## src/rtl/sram_arbiter.sv

```systemverilog
// Request/acknowledge arbiter sharing one 64Kx8 SRAM between the AVR host port and the Coco bus.
// Owns every SRAM control pin; each transaction runs IDLE -> ACCESS (N ticks) -> DONE -> IDLE.
module sram_arbiter #(
    parameter int unsigned AVR_TICKS     = 4,
    parameter int unsigned COCO_RD_TICKS = 6,
    parameter int unsigned COCO_WR_TICKS = 4,
    parameter int unsigned STARVE_LIMIT  = 3
) (
    input  logic        clock_50,
    input  logic        c_reset_n,

    input  logic        avr_req,
    input  logic        avr_rw,
    input  logic [15:0] avr_addr,
    input  logic [7:0]  avr_wdata,
    output logic        avr_ack,
    output logic [7:0]  avr_rdata,

    input  logic        coco_req,
    input  logic        coco_rw,
    input  logic [15:0] coco_addr,
    input  logic [7:0]  coco_wdata,
    output logic        coco_ack,
    output logic [7:0]  coco_rdata,

    output logic [15:0] sram_addrbus,
    output logic [7:0]  sram_dq_out,
    output logic        sram_dq_oe,
    input  logic [7:0]  sram_dq_in,
    output logic        sram_we_n,
    output logic        sram_oe_n,

    output logic        busy
);

    if (AVR_TICKS < 2 || AVR_TICKS > 15) begin : g_bad_avr_ticks
        $error("AVR_TICKS must be in 2..15");
    end
    if (COCO_RD_TICKS < 2 || COCO_RD_TICKS > 15) begin : g_bad_coco_rd_ticks
        $error("COCO_RD_TICKS must be in 2..15");
    end
    if (COCO_WR_TICKS < 2 || COCO_WR_TICKS > 15) begin : g_bad_coco_wr_ticks
        $error("COCO_WR_TICKS must be in 2..15");
    end
    if (STARVE_LIMIT < 1 || STARVE_LIMIT > 7) begin : g_bad_starve_limit
        $error("STARVE_LIMIT must be in 1..7");
    end

    localparam logic [3:0] AVR_N     = 4'(AVR_TICKS);
    localparam logic [3:0] COCO_RD_N = 4'(COCO_RD_TICKS);
    localparam logic [3:0] COCO_WR_N = 4'(COCO_WR_TICKS);
    localparam logic [2:0] STARVE_MAX = 3'(STARVE_LIMIT);

    typedef enum logic [1:0] {
        StIdle,
        StAccess,
        StDone
    } state_e;

    state_e      r_state;
    state_e      w_state_next;

    logic [3:0]  r_cnt;
    logic [2:0]  r_starve;
    logic        r_sel_coco;
    logic        r_rw;
    logic [15:0] r_addr;
    logic [7:0]  r_wdata;
    logic [7:0]  r_avr_rdata;
    logic [7:0]  r_coco_rdata;

    logic        w_any_req;
    logic        w_grant;
    logic        w_sel_coco;
    logic        w_req_rw;
    logic [15:0] w_req_addr;
    logic [7:0]  w_req_wdata;
    logic [3:0]  w_req_ticks;
    logic        w_last;

    assign w_any_req = avr_req | coco_req;
    assign w_grant   = (r_state == StIdle) && w_any_req;
    assign w_last    = (r_cnt == 4'd1);

    // AVR has priority unless Coco has already been passed over STARVE_LIMIT times in a row
    assign w_sel_coco  = coco_req && (!avr_req || (r_starve == STARVE_MAX));
    assign w_req_rw    = w_sel_coco ? coco_rw    : avr_rw;
    assign w_req_addr  = w_sel_coco ? coco_addr  : avr_addr;
    assign w_req_wdata = w_sel_coco ? coco_wdata : avr_wdata;
    assign w_req_ticks = w_sel_coco ? (coco_rw ? COCO_RD_N : COCO_WR_N) : AVR_N;

    // State register
    always_ff @(posedge clock_50 or negedge c_reset_n) begin
        if (!c_reset_n) begin
            r_state <= StIdle;
        end else begin
            r_state <= w_state_next;
        end
    end

    // Next-state logic
    always_comb begin
        w_state_next = r_state;
        unique case (r_state)
            StIdle:   if (w_any_req) w_state_next = StAccess;
            StAccess: if (w_last)    w_state_next = StDone;
            StDone:   w_state_next = StIdle;
            default:  w_state_next = StIdle;
        endcase
    end

    // Operands are latched only on the grant edge and held for the whole transaction
    always_ff @(posedge clock_50 or negedge c_reset_n) begin
        if (!c_reset_n) begin
            r_sel_coco <= 1'b0;
            r_rw       <= 1'b0;
            r_addr     <= '0;
            r_wdata    <= '0;
        end else if (w_grant) begin
            r_sel_coco <= w_sel_coco;
            r_rw       <= w_req_rw;
            r_addr     <= w_req_addr;
            r_wdata    <= w_req_wdata;
        end
    end

    always_ff @(posedge clock_50 or negedge c_reset_n) begin
        if (!c_reset_n) begin
            r_cnt <= '0;
        end else if (w_grant) begin
            r_cnt <= w_req_ticks;
        end else if (r_state == StAccess && !w_last) begin
            r_cnt <= r_cnt - 4'd1;
        end
    end

    always_ff @(posedge clock_50 or negedge c_reset_n) begin
        if (!c_reset_n) begin
            r_starve <= '0;
        end else if (w_grant) begin
            if (w_sel_coco) begin
                r_starve <= '0;
            end else if (coco_req && (r_starve != STARVE_MAX)) begin
                r_starve <= r_starve + 3'd1;
            end
        end
    end

    // Read data is captured on the last ACCESS edge while OE is still asserted
    always_ff @(posedge clock_50 or negedge c_reset_n) begin
        if (!c_reset_n) begin
            r_avr_rdata  <= '0;
            r_coco_rdata <= '0;
        end else if (r_state == StAccess && w_last && r_rw) begin
            if (r_sel_coco) begin
                r_coco_rdata <= sram_dq_in;
            end else begin
                r_avr_rdata <= sram_dq_in;
            end
        end
    end

    // Output logic
    always_comb begin
        sram_we_n  = 1'b1;
        sram_oe_n  = 1'b1;
        sram_dq_oe = 1'b0;
        avr_ack    = 1'b0;
        coco_ack   = 1'b0;
        unique case (r_state)
            StAccess: begin
                if (r_rw) begin
                    sram_oe_n = 1'b0;
                end else begin
                    sram_dq_oe = 1'b1;
                    // Release WE one tick early so address and data are held past its rising edge
                    sram_we_n  = w_last;
                end
            end
            StDone: begin
                if (r_sel_coco) begin
                    coco_ack = 1'b1;
                end else begin
                    avr_ack = 1'b1;
                end
            end
            default: ;
        endcase
    end

    assign busy         = (r_state != StIdle);
    assign sram_addrbus = r_addr;
    assign sram_dq_out  = r_wdata;
    assign avr_rdata    = r_avr_rdata;
    assign coco_rdata   = r_coco_rdata;

endmodule

```

## config.mk

```make
export PLATFORM = sky130hd
export DESIGN_NAME = sram_arbiter
export DESIGN_NICKNAME = d
export VERILOG_FILES = /design/src/rtl/sram_arbiter.sv
export SDC_FILE = /design/constraint.sdc
export NUM_CORES = 1
export LEC_CHECK = 0
export CAP_MARGIN = 20
export CORE_UTILIZATION = 40
export CTS_CLUSTER_DIAMETER = 50
export DETAILED_ROUTE_END_ITERATION = 7
export PLACE_DENSITY = 0.77
export SYNTH_ARGS = -nofsm -noshare
export SYNTH_HDL_FRONTEND = slang
export SYNTH_SLANG_ARGS = --single-unit
```

## constraint.sdc

```tcl
create_clock -name clock_50 -period 1.97 [get_ports clock_50]
set_input_delay 0.591 -clock clock_50 [delete_from_list [all_inputs] [get_ports clock_50]]
set_output_delay 0.591 -clock clock_50 [all_outputs]
set_load 0.01 [all_outputs]
```

==> out/metrics.yaml <==
ys_top_cells_by_area: "dfrtp_1, a31oi_1, o21ai_0"
route.detailed.drc: 0
critPathCaptureType: "output port"
reg2reg_from: "r_state[1]"
fin_tns_setup_ns: -0.129
fmax_mhz: 476
combPwrFrac_pct: 52.9
ys.flop_type: "dfrtp_1"
diodes: 0
drv_cap: 0
fin_nets: 424
routedWlPerCell_um: 16.1
hold_viol_final: 0
placed_area_mm2: 0.00373
dieWidth_um: 80.1
syn_avg_cell_area_um2: 10.2
critPathLaunch: "r_cnt[1]"
core-area_mm2: 0.00589
yosysMostFrequentCell: "dfrtp_1"
sw_frac_of_total_pct: 35.6
finalPower_mw: 5.17
antenna_found_initial: 0
fin_ws_ns: -0.129
violations: "negative setup slack"
synth_cell_types: 33
gr-total-overflow: 0
clockRootBuffer: "clkbuf_8"
ios: 108
die_area_mm2: 0.00641
path_class: "reg -> out"
synth_seq_cells: 51
grt_pass1_wl_mm: 11.1
slew_violations: 0
yosysTopAreaCell: "dfrtp_1"
dp_hpwl_mm: 4.96
insertion_delay_ns: 0.31
ant_nets: 0
cts_tree: "done"
vdd_drop_max_v: 0.000624
cp-start-kind: "register"
worst_r2r_endpoint: "avr_rdata[5]"
drive_gt1_share_pct: 18.9
p_switching_mw: 1.84
fill_cells: 503
cts_hold_buffers: 0
instances_no_fill: 434
r2r_slack_ns: 0.03
numClockSinks: 51
syn_to_final_growth_pct: 58.8
clockBufferDepth: 2
synth_top_area_share_pct: 52.3
yosys_warnings: 0
setup_viol: 1
synth_commonest_cells: "dfrtp_1, o21ai_0, a21oi_1"
fin_area_mm2: 0.00387
gp_congestion: 0.836
vias_per_cell: 5.43
die_h_um: 80.1
cts_buffers: 5
power_frac_seq_pct: 35.5
layout_worst_path_cycle_share_pct: 107
worst_pin_slew_ns: 0.575
routed_wl_mm: 7.00
synthesis.instances: 239
grt_util_all_layers_pct: 22.8
internal_power_mw: 3.33
syn-cell-area_mm2: 0.00244
syn-num-nets: 305
grt_max_degree: 27
synth_edf_count: 0
cts_max_level: 2
worstRegToRegCells: 5
synth-seq-area-share_pct: 52.3
io_buffers: 107
clock_power_share_pct: 11.7
vias: 2355
row_count: 28
grt_pass1_vias: 2312
status: "complete, but fails checks"
rsz0062_at_grt: "true"
finalCriticalPeriod_ns: 2.10
hold_path_class: "in -> async"
clk_pin_slew_ns: 0.10
first_pass_iters: 4
arrival_ns: 1.51
critPathRequiredTime_ns: 1.38
clock-skew-final_ns: 0.0152
maxSlewHeadroom_pct: 61.7
place_inst: 424
p_leak_nw: 1.63
synthArstFlopShare_pct: 100
power_density_mw_per_mm2: 1330
initialDrtViolationCount: 106
cp_max_fo: 2
initial_utilization_pct: 41.4
power by group through the flow:
stage               Combinational [mW]  Clock [mW]  Sequential, mW
floorplan                         1.04           0            1.98
global placement                  2.61           0            1.81
detailed placement                2.69           0            1.83
CTS                               2.68       0.620            1.81
global route                      2.96       0.669            1.90
finish                            2.73       0.602            1.83
routing by layer:
layer  wire length [um]  track usage, %  vias to the layer above
li1                   -               -                     1118
met1               2910            27.2                     1134
met2               3430            39.7                       97
met3                598            7.39                        6
met4                 57            5.71                        0
met5                  0               0                        -
critical path: stages, from the launching register on:
cell and delay [ns]:
dfrtp_1 0.39, inv_2 0.05, ha_2 0.17, nor3b_4 0.15, or3_1 0.31, buf_2 0.15
cell type report:
type                            count  area [um^2]  area share, %
Sequential cell                    51         1280           33.0
Multi-Input combinational cell    162         1100           28.3
Clock inverter                      3         18.8          0.485
Clock buffer                        5         68.8           1.78
Timing Repair Buffer              132         1290           33.4
Inverter                            6         22.5          0.582
Tap cell                           75         93.8           2.42
registers in the layout, summed over array words and instances (netlist names):
name          flops
avr_rdata         8
coco_rdata        8
r_cnt             4
r_rw              1
r_sel_coco        1
r_starve          3
r_state           2
sram_addrbus     16
sram_dq_out       8
per-stage QoR:
stage               setup WS [ns]  util (%)  hold slack, ns
floorplan                   0.170         -           0.295
finish                     -0.129      65.8           0.270
CTS                        -0.116      64.8           0.274
detailed placement         -0.117      63.4           0.476
global route               -0.170      65.8           0.289
global placement          -0.0997      63.4           0.463
cell families (layout without fill, tap and decap cells):
group,after synthesis,count (layout),synth area share (%)
adders and majority gates,4,4,2.05
AOI/OAI and AO/OA,86,86,19.6
muxes,17,17,9.03
and+or+nand+nor,55,55,12.6
buffers and inverters,26,146,4.41
DFF,51,51,52.3
placed cells by master (no fill, tap or decap), types with 2 or more instances in the layout:
master,count
clkinv_2,2
mux2_4,8
nor2_1,3
buf_12,4
nand2b_1,3
buf_2,2
dfrtp_1,50
nand2_1,6
inv_2,2
or2_2,2
clkdlybuf4s50_1,100
o31ai_1,2
o21ai_0,29
dlygate4sd2_1,3
inv_1,4
buf_4,20
a21oi_1,26
clkbuf_8,5
a31oi_1,25
nand3_1,25
ha_1,3
mux2_2,8
worst max-delay path by stage:
stage,cells after the start,to
after global placement,4,sram_we_n
after floorplan,4,avr_rdata[0]
after detailed placement,4,sram_we_n
final,5,sram_we_n
after CTS,4,sram_we_n
after global routing,5,sram_we_n
timing repair:
item	in CTS	in global routing
buffers inserted	0	2
endpoints found under the setup margin	6	13
gates resized for setup	13	14
cloned	0	0
(Power assumes the default switching activity.)
